===== src/rtl/orsram_rd_ctrl_if.sv =====
// ---------------------------------------------------------------------------
// orsram_rd_ctrl_if
// Bundles the two buses the orsram read sequencer owns:
//   - the SRAM bank control/data port (sram_CEN, sram_WEN, sram_A, sram_Q)
//   - the outgoing word stream (out_valid, out_ready, out_data[, out_last])
// modport master : the sequencer side (drives SRAM control and the stream)
// modport slave  : the peer side (SRAM bank returning Q, downstream sink)
// Optional macro ORSRAM_RD_LAST_EN adds out_last to the stream.
// ---------------------------------------------------------------------------
`ifndef SRAM_NUM
`define SRAM_NUM 8
`endif

interface orsram_rd_ctrl_if #(
  parameter int BANK_NUM = `SRAM_NUM,
  parameter int ADDR_W   = 7,
  parameter int DATA_W   = 8
);
  logic                       sram_CEN;
  logic [BANK_NUM-1:0]        sram_WEN;
  logic [BANK_NUM*ADDR_W-1:0] sram_A;
  logic [BANK_NUM*DATA_W-1:0] sram_Q;
  logic                       out_valid;
  logic                       out_ready;
  logic [BANK_NUM*DATA_W-1:0] out_data;
`ifdef ORSRAM_RD_LAST_EN
  logic                       out_last;

  modport master (
    output sram_CEN, sram_WEN, sram_A,
    input  sram_Q,
    output out_valid, out_data, out_last,
    input  out_ready
  );

  modport slave (
    input  sram_CEN, sram_WEN, sram_A,
    output sram_Q,
    input  out_valid, out_data, out_last,
    output out_ready
  );
`else
  modport master (
    output sram_CEN, sram_WEN, sram_A,
    input  sram_Q,
    output out_valid, out_data,
    input  out_ready
  );

  modport slave (
    input  sram_CEN, sram_WEN, sram_A,
    output sram_Q,
    input  out_valid, out_data,
    output out_ready
  );
`endif
endinterface


===== src/rtl/orsram_rd_ctrl.sv =====
// ---------------------------------------------------------------------------
// orsram_rd_ctrl
// Read-side sequencer for the output-result SRAM bank. After an accepted
// start it walks len consecutive addresses from base_addr (wrapping modulo
// 2^ADDR_W), reads all banks in parallel and streams one concatenated word
// per address through a 2-entry skid FIFO with full backpressure support.
//
// Ports:
//   clk, rst        clock, asynchronous active-high reset
//   start           one-cycle burst request, accepted only in IDLE
//   base_addr, len  burst start address and word count (0..2^ADDR_W)
//   busy            high from the accepted start until the last handoff
//   done            one-cycle pulse when the burst completes
//   bus (master)    SRAM control/Q port and out_valid/out_ready/out_data
//
// Optional macro ORSRAM_RD_LAST_EN: tags the final word of each burst with
// out_last (carried through the FIFO next to the data).
// ---------------------------------------------------------------------------
`ifndef SRAM_NUM
`define SRAM_NUM 8
`endif

module orsram_rd_ctrl #(
  parameter int BANK_NUM   = `SRAM_NUM,
  parameter int ADDR_W     = 7,
  parameter int DATA_W     = 8,
  parameter int FIFO_DEPTH = 2
) (
  input  logic              clk,
  input  logic              rst,
  input  logic              start,
  input  logic [ADDR_W-1:0] base_addr,
  input  logic [ADDR_W:0]   len,
  output logic              busy,
  output logic              done,
  orsram_rd_ctrl_if.master  bus
);

  localparam int         WORD_W  = BANK_NUM * DATA_W;
  localparam logic [2:0] CREDITS = 3'(FIFO_DEPTH);

  typedef enum logic [1:0] {IDLE, READ, DRAIN, DONE} state_t;

  state_t            state;
  state_t            state_nxt;
  logic [ADDR_W-1:0] cur_addr;
  logic [ADDR_W:0]   remaining;
  logic              inflight_p1;
  logic [WORD_W-1:0] fifo_mem [FIFO_DEPTH];
  logic              wr_ptr;
  logic              rd_ptr;
  logic [1:0]        fifo_cnt;
  logic [2:0]        credit;
  logic              issue;
  logic              push;
  logic              pop;
  logic              accept;
  logic              last_issue;

  assign accept     = (state == IDLE) && start;
  assign pop        = bus.out_valid && bus.out_ready;
  assign push       = inflight_p1;
  assign last_issue = issue && (remaining == (ADDR_W+1)'(1));

  // Words already committed to the FIFO: stored ones plus the one whose Q
  // arrives next edge. A slot freed by this cycle's pop may be reused.
  assign credit = {1'b0, fifo_cnt} + {2'b00, inflight_p1};

  // FSM state register
  always_ff @(posedge clk or posedge rst) begin
    if (rst) state <= IDLE;
    else     state <= state_nxt;
  end

  // FSM next state
  always_comb begin
    state_nxt = state;
    unique case (state)
      IDLE:    if (start) state_nxt = (len == '0) ? DONE : READ;
      READ:    if (last_issue) state_nxt = DRAIN;
      // Finish in the cycle that hands off the last word.
      DRAIN:   if (!inflight_p1 && (fifo_cnt == {1'b0, pop})) state_nxt = DONE;
      DONE:    state_nxt = IDLE;
      default: state_nxt = IDLE;
    endcase
  end

  // FSM outputs
  always_comb begin
    busy  = 1'b0;
    done  = 1'b0;
    issue = 1'b0;
    unique case (state)
      IDLE:  busy = start;
      READ: begin
        busy  = 1'b1;
        issue = (credit < (CREDITS + {2'b00, pop}));
      end
      DRAIN: busy = 1'b1;
      DONE:  done = 1'b1;
      default: ;
    endcase
  end

  assign bus.sram_CEN = ~issue;
  assign bus.sram_WEN = '1;
  assign bus.sram_A   = issue ? {BANK_NUM{cur_addr}} : '0;

  // ---- stage p0: address generation / read issue ----
  always_ff @(posedge clk or posedge rst) begin
    if (rst) begin
      cur_addr  <= '0;
      remaining <= '0;
    end else if (accept) begin
      cur_addr  <= base_addr;
      remaining <= len;
    end else if (issue) begin
      cur_addr  <= cur_addr + ADDR_W'(1);
      remaining <= remaining - (ADDR_W+1)'(1);
    end
  end

  // ---- stage p1: SRAM access in flight, Q captured into the FIFO ----
  always_ff @(posedge clk or posedge rst) begin
    if (rst) begin
      inflight_p1 <= 1'b0;
      wr_ptr      <= 1'b0;
      rd_ptr      <= 1'b0;
      fifo_cnt    <= 2'd0;
      for (int i = 0; i < FIFO_DEPTH; i++) fifo_mem[i] <= '0;
    end else begin
      inflight_p1 <= issue;
      if (push) begin
        fifo_mem[wr_ptr] <= bus.sram_Q;
        wr_ptr           <= ~wr_ptr;
      end
      if (pop) rd_ptr <= ~rd_ptr;
      fifo_cnt <= fifo_cnt + {1'b0, push} - {1'b0, pop};
    end
  end

  // ---- stage p2: FIFO head presented downstream (register outputs) ----
  assign bus.out_valid = (fifo_cnt != 2'd0);
  assign bus.out_data  = fifo_mem[rd_ptr];

`ifdef ORSRAM_RD_LAST_EN
  logic last_p1;
  logic fifo_last [FIFO_DEPTH];

  always_ff @(posedge clk or posedge rst) begin
    if (rst) begin
      last_p1 <= 1'b0;
      for (int i = 0; i < FIFO_DEPTH; i++) fifo_last[i] <= 1'b0;
    end else begin
      last_p1 <= last_issue;
      if (push) fifo_last[wr_ptr] <= last_p1;
    end
  end

  assign bus.out_last = fifo_last[rd_ptr];
`endif

endmodule


===== src/flat_wrapper.sv =====
// flat-port wrapper written by rule: the top's interface ports become plain ports
module orsram_rd_ctrl_flat 
#(
  parameter int BANK_NUM   = `SRAM_NUM,
  parameter int ADDR_W     = 7,
  parameter int DATA_W     = 8,
  parameter int FIFO_DEPTH = 2
)
  (clk, rst, start, base_addr, len, busy, done, bus_sram_CEN, bus_sram_WEN, bus_sram_A, bus_sram_Q, bus_out_valid, bus_out_data, bus_out_ready);
  orsram_rd_ctrl_if #(.BANK_NUM(BANK_NUM), .ADDR_W(ADDR_W), .DATA_W(DATA_W)) bus_i ();
  input  logic clk;
  input  logic rst;
  input  logic start;
  input  logic [ADDR_W-1:0] base_addr;
  input  logic [ADDR_W:0] len;
  output logic busy;
  output logic done;
  output wire logic [$bits(bus_i.sram_CEN)-1:0] bus_sram_CEN;
  output wire logic [$bits(bus_i.sram_WEN)-1:0] bus_sram_WEN;
  output wire logic [$bits(bus_i.sram_A)-1:0] bus_sram_A;
  input wire logic [$bits(bus_i.sram_Q)-1:0] bus_sram_Q;
  output wire logic [$bits(bus_i.out_valid)-1:0] bus_out_valid;
  output wire logic [$bits(bus_i.out_data)-1:0] bus_out_data;
  input wire logic [$bits(bus_i.out_ready)-1:0] bus_out_ready;
  assign bus_sram_CEN = bus_i.sram_CEN;
  assign bus_sram_WEN = bus_i.sram_WEN;
  assign bus_sram_A = bus_i.sram_A;
  assign bus_i.sram_Q = bus_sram_Q;
  assign bus_out_valid = bus_i.out_valid;
  assign bus_out_data = bus_i.out_data;
  assign bus_i.out_ready = bus_out_ready;
  orsram_rd_ctrl #(.BANK_NUM(BANK_NUM), .ADDR_W(ADDR_W), .DATA_W(DATA_W), .FIFO_DEPTH(FIFO_DEPTH)) u_core (.clk(clk), .rst(rst), .start(start), .base_addr(base_addr), .len(len), .busy(busy), .done(done), .bus(bus_i));
endmodule

===== config.mk =====
export PLATFORM = sky130hd
export DESIGN_NAME = orsram_rd_ctrl_flat
export DESIGN_NICKNAME = d
export VERILOG_FILES = /design/src/rtl/orsram_rd_ctrl_if.sv /design/src/rtl/orsram_rd_ctrl.sv /design/src/flat_wrapper.sv
export SDC_FILE = /design/constraint.sdc
export NUM_CORES = 1
export LEC_CHECK = 0
export BUFFER_PORTS_ARGS = -buffer_cell sky130_fd_sc_hd__buf_4
export CAP_MARGIN = 40
export CORE_MARGIN = 10
export CORE_UTILIZATION = 47
export DETAILED_ROUTE_END_ITERATION = 8
export HOLD_SLACK_MARGIN = 0.05
export PLACE_DENSITY = 0.88
export SETUP_SLACK_MARGIN = 0.1
export SKIP_CTS_REPAIR_TIMING = 1
export SYNTH_ARGS = -nofsm -noshare
export SYNTH_HDL_FRONTEND = slang
export SYNTH_SLANG_ARGS = --single-unit

===== constraint.sdc =====
create_clock -name clk -period 3.9 [get_ports clk]
set_clock_uncertainty 0.1 [all_clocks]
set_input_delay 0.195 -clock clk [delete_from_list [all_inputs] [get_ports clk]]
set_output_delay 0.195 -clock clk [all_outputs]
set_load 0.005 [all_outputs]

# After elaboration in Yosys (flattened, before gate mapping)
# Cells that the tools add are included.
word_totals:
  register_bits: 150
  latch_bits: 0
  mem_bits_rw: 0
  romBits: 0
  in_bits: 83
  out_inout_bits: 132
  word_cells: 63
  memories: 0
classes:
  addsub: 6
  multipliers: 0
  n_div: 0
  n_lt_le_gt_ge: 4
  n_eq_ne: 8
  shift: 0
  n_mux: 19
  bitwise_logic: 5
  n_reduce_logical: 12
op_table:
  columns: ["cell", "n"]
  rows:
  - ["$mux 64", 4]
  - ["$bwmux 128", 1]
  - ["$demux 64 s1", 1]
  - ["$mux 56", 1]
  - ["$mux 8", 2]
  - ["$mux 7", 2]
  - ["$eq 8x1->1 const B", 1]
  - ["$logic_not 8->1", 1]
  - ["$mux 2", 4]
  - ["$pmux 2 s4", 1]
  - ["$sub 8x1->8 const B", 1]
  - ["$add 7x1->7 const B", 1]
  - ["$logic_and 1x1->1", 5]
  - ["$eq 2x2->1 const B", 2]
  - ["$ge 2x2->1 const B", 2]
  - ["$ne 2x1->1 const B", 2]
  - ["$not 1->2", 2]
  - ["$reduce_bool 2->1", 2]
  - ["$add 2x1->3", 1]
  - ["$add 2x1->3 const A", 1]
  - ["$lt 3x3->1", 1]
  - ["$not 1->1", 3]
  - ["$reduce_and 3->1", 1]
  - ["$add 2x1->2", 1]
  - ["other kinds (10)", 11]

# Logic depth before layout (Yosys ltp)
depth:
  word_depth: 8
  ltp_mapped: 8
  mapped_depth_nobuf: 7

# Least setup slack after synthesis
# OpenSTA, ideal clock, no wires.
synth_timing:
  path_kind: "register -> register"
  startpoint: "reg u_core.fifo_cnt[0]"
  endpoint: "reg u_core.state[1]"
  setup_ps: 125
  arrival_time_ps: 1792
  required_time_ps: 3675
  path_slack_ps: 1883
  path_stages_with_launch: 7
  n_path_buf: 0
  synth_period_minus_slack_ps: 2017
  cell_sequence: "dfrtp_1 ha_1 ha_1 nor4b_1 nand3_1 a221o_1 mux2_4"
synth_between:
  elab_chain_cells: 8
  word_cells_on_any_way: 12
  cone_classes: "add/sub (2); order compare (1); eq/ne (3); mux (1); reduce/logical (5)"
synth_lines:
  columns: ["item", "line", "text"]
  rows:
  - ["start: declaration", "orsram_rd_ctrl.sv:52", "logic [1:0] fifo_cnt;"]
  - ["start signal: assignment", "orsram_rd_ctrl.sv:138", "fifo_cnt <= fifo_cnt + {1'b0, push} - {1'b0, pop};"]
  - ["$reduce_bool 2->1", "orsram_rd_ctrl.sv:143", "assign bus.out_valid = (fifo_cnt != 2'd0);"]
  - ["$logic_and 1x1->1", "orsram_rd_ctrl.sv:61", "assign pop = bus.out_valid && bus.out_ready;"]
  - ["$add 2x1->3", "orsram_rd_ctrl.sv:97", "issue = (credit < (CREDITS + {2'b00, pop}));"]
  - ["$lt 3x3->1", "orsram_rd_ctrl.sv:97", null]
  - ["$mux 1", "orsram_rd_ctrl.sv:93", "unique case (state)"]
  - ["$logic_and 1x1->1", "orsram_rd_ctrl.sv:63", "assign last_issue = issue && (remaining == (ADDR_W+1)'(1));"]
  - ["$ne 2x1->1 (no source line)", null, null]
  - ["$reduce_and 3->1 (no source line) *", null, null]
  - ["end signal: assignment", "orsram_rd_ctrl.sv:72", "else state <= state_nxt;"]
  - ["end: declaration", "orsram_rd_ctrl.sv:44", "state_t state;"]
# Mark *: on every way between the ends. The rest lies on a longest branch, timed or not.
# A chain may end at the register's enable or synchronous reset.

# Worst setup path after layout
layout_timing:
  startpoint: "reg u_core.inflight_p1"
  endpoint: "out bus_sram_A[18]"
layout_between:
  elab_chain_cells: 4
layout_lines:
  columns: ["item", "line", "text"]
  rows:
  - ["start: declaration", "orsram_rd_ctrl.sv:48", "logic inflight_p1;"]
  - ["start signal: assignment", "orsram_rd_ctrl.sv:132", "inflight_p1 <= issue;"]
  - ["$add 2x1->3", "orsram_rd_ctrl.sv:67", "assign credit = {1'b0, fifo_cnt} + {2'b00, inflight_p1};"]
  - ["$lt 3x3->1", "orsram_rd_ctrl.sv:97", null]
  - ["$mux 1", "orsram_rd_ctrl.sv:93", null]
  - ["$mux 56", "orsram_rd_ctrl.sv:107", "assign bus.sram_A = issue ? {BANK_NUM{cur_addr}} : '0;"]
  - ["end: declaration", "flat_wrapper.sv:20", "output wire logic [$bits(bus_i.sram_A)-1:0] bus_sram_A;"]
# Every way passes these cells.

==> results.py <==
metrics = {
    "status": {
        "outcome": "finished clean",
    },
    "sta": {
        "rsz0062_at_grt": "false",
        "fin_setup_tns_ps": 0,
        "tightest_slew_ps": 799,
        "relSlewSlack_pct": 46.7,
        "fin_crit_sh_pct": 70.8,
        "fmax_mhz": 362,
        "finalHoldViolations": 0,
        "setup_viol": 0,
        "drv_slew": 0,
        "layout_min_cycle_time_ps": 2760,
    },
    "power_and_ir_drop": {
        "p_int_mw": 5.90,
        "powerDensity_nw_per_um2": 856,
        "power_frac_comb_pct": 47.9,
        "clkPwrFrac_pct": 18.8,
        "seqPwrFrac_pct": 33.3,
        "switching_share_pct": 32.1,
        "p_sw_mw": 2.79,
        "p_leak_nw": 4.61,
        "max-vdd-ir-drop_v": 0.000399,
    },
    "cts": {
        "clock_path_buffers": 2,
        "cts_tree": "done",
        "clkSinkCount": 150,
        "cts_made_buffers": 17,
        "root_buffer": "clkbuf_16",
        "cts_max_level": 4,
        "clk_pin_slew_ps": 60,
        "clock_latency_ps": 420,
    },
    "critical_path": {
        "r2r_slack_ps": 1700,
        "r2r_cells": 7,
        "critPathCaptureType": "output port",
        "required_ps": 3610,
        "crit_type": "register to output port",
        "start_kind": "register",
        "arrival_ps": 2470,
        "rr_startpoint": "u_core.inflight_p1",
        "cp_max_fo": 13,
        "r2r-end": "u_core.cur_addr[5]",
    },
    "worst_hold_path": {
        "min_path_cells": 4,
        "min_from": "start",
        "hold_end": "u_core.remaining[4]",
        "hold_class": "input pin to register",
    },
    "job": {
        "cap_violations": 0,
    },
    "floorplan": {
        "coreArea_um2": 15200,
        "die_h_um": 145,
        "boundaryPins": 215,
        "row_count": 45,
        "die_w_um": 145,
        "die_area_um2": 20900,
        "initial_core_util_pct": 47.9,
    },
    "final_layout": {
        "final_common_cell": "buf_4",
        "diodes": 0,
        "fin_area_um2": 10100,
        "layout_common_cells": "buf_4 (207), mux2_2 (187), dfrtp_1 (149), dlygate4sd3_1 (81), nor2_1 (20)",
        "area.growth.synth_to_final_pct": 39.2,
        "final_net_count": 887,
        "drive_gt1_share_pct": 54.9,
        "nFillCells": 1053,
    },
    "drt": {
        "wl_met2_um": 9660,
        "post_drt_wl_per_cell_um": 18.6,
        "wl_met3_um": 1460,
        "drt-met1-wl_um": 7030,
        "drt_iter0_drc": 164,
        "num_vias": 5034,
        "totalWireLength_um": 18500,
        "ant_nets": 0,
        "top_layer": "met4",
        "first_pass_iters": 4,
        "route.detailed.drc": 0,
        "viasPerCell": 5.07,
    },
    "synthesis": {
        "syn_avg_cell_area_um2": 13.2,
        "synth_area_um2": 7290,
        "synth.distinct_cells": 34,
        "async_flop_share_pct": 100,
        "synthTopCellsByArea": "dfrtp_1 (52%), mux2_2 (29%), buf_4 (5.9%), ha_1 (2.1%), xnor2_1 (1.3%)",
        "ys.flop_type": "dfrtp_1",
        "synth_top_area_share_pct": 51.5,
        "yosysTopAreaCell": "dfrtp_1",
        "synth-edff-count": 0,
        "yosysSeqAreaShare_pct": 51.5,
        "yosysWarningCount": 0,
        "synthCells": 551,
        "synth-seq-cells": 150,
    },
    "global_routing": {
        "overflow": 0,
        "grt_use_total_pct": 15.5,
        "antenna_found_initial": 0,
        "grt_max_degree": 63,
        "grt_pass1_vias": 5180,
        "grt_pass1_wl_um": 25800,
    },
    "placed_design": {
        "hpwl_um": 12100,
        "placed_area_um2": 8740,
        "gp_congestion": 0.841,
        "port_buffers": 206,
    },
}
-- synth_stat cells, drive strengths merged (2+ instances only) --
library cell,count
mux2,194
nand3,10
nand2,6
o21ai,6
clkbuf,7
and3,9
nor2,22
xor2,6
buf,74
a21oi,14
dfrtp,150
inv,11
ha,12
nor3,3
nor2b,2
nor4,5
xnor2,11
-- layout make-up --
class	count	area, µm²	share of cell area (%)
Clock buffer	22	474	4.67
Sequential cell	150	3750	37.0
Inverter	11	45.0	0.444
Tap cell	188	235	2.32
Clock inverter	10	119	1.17
Timing Repair Buffer	296	2530	24.9
Multi-Input combinational cell	316	2990	29.5
-- flip-flops by register name, indices dropped and copies added, names as in the netlist --
signal              flops
u_core.state            2
u_core.fifo_cnt         2
u_core.wr_ptr           1
u_core.rd_ptr           1
u_core.remaining        8
u_core.cur_addr         7
u_core.fifo_mem       128
u_core.inflight_p1      1
-- through the flow --
| stage | hold slack (ps) | util [%] | setup slack, ps | std cells | total power, mW |
|---|---|---|---|---|---|
| after global routing | 206 | 66.7 | 936 | 993 | 9.27 |
| after global placement | 325 | 57.1 | 1640 | 877 | 6.82 |
| after floorplan | 230 | - | 1720 | 558 | 5.36 |
| after CTS | -386 | 61.4 | 1140 | 912 | 8.66 |
| after detailed placement | 61.1 | 57.5 | 1600 | 880 | 6.98 |
| final | 206 | 66.7 | 1140 | 993 | 8.69 |
-- worst max-delay path by stage --
stage | cells past startpoint | from | slack [ps] | endpoint
6_report | 5 | u_core.inflight_p1 | 1140 | bus_sram_A[18]
4_1_cts | 5 | u_core.inflight_p1 | 1140 | bus_sram_A[40]
2_1_floorplan | 1 | rst | 1720 | u_core.cur_addr[0]
3_5_place_dp | 5 | u_core.inflight_p1 | 1600 | bus_sram_A[40]
5_1_grt | 5 | u_core.inflight_p1 | 940 | bus_sram_A[18]
3_3_place_gp | 5 | u_core.fifo_cnt[0] | 1640 | bus_sram_A[12]
-- cell families (layout without fill, tap and decap cells) --
group	Yosys count	in the layout	share of synthesized area, %
AND/OR/NAND/NOR	61	61	4.31
XOR/XNOR	17	17	2.04
adder cells (fa/ha/maj)	12	12	2.06
buffers and inverters	92	339	7.97
multiplexers	195	195	30.2
AO/OA/AOI/OAI	23	23	1.91
other	1	8	0.0515
flip-flops	150	150	51.5
-- per-layer routing --
metal  vias up  GRT usage [%]
met1      2487           17.0
met3        28           5.51
met2       175           26.9
met5         -              0
li1       2344              -
met4         0           6.38
-- power by group through the flow --
stage               sequential (mW)  combinational (mW)  clock (mW)
finish                         2.90                4.16        1.63
detailed placement             2.91                4.08           0
CTS                            2.88                4.10        1.67
floorplan                      2.69                2.67           0
global route                   2.99                4.53        1.74
global placement               2.86                3.96           0
-- critical path, stage by stage (launching register included) --
cell     delay (ps)
dfrtp_1         450
ha_1            210
ha_1            200
nor2b_1         560
and3_1          450
buf_4           190
(Power assumes the default switching activity.)
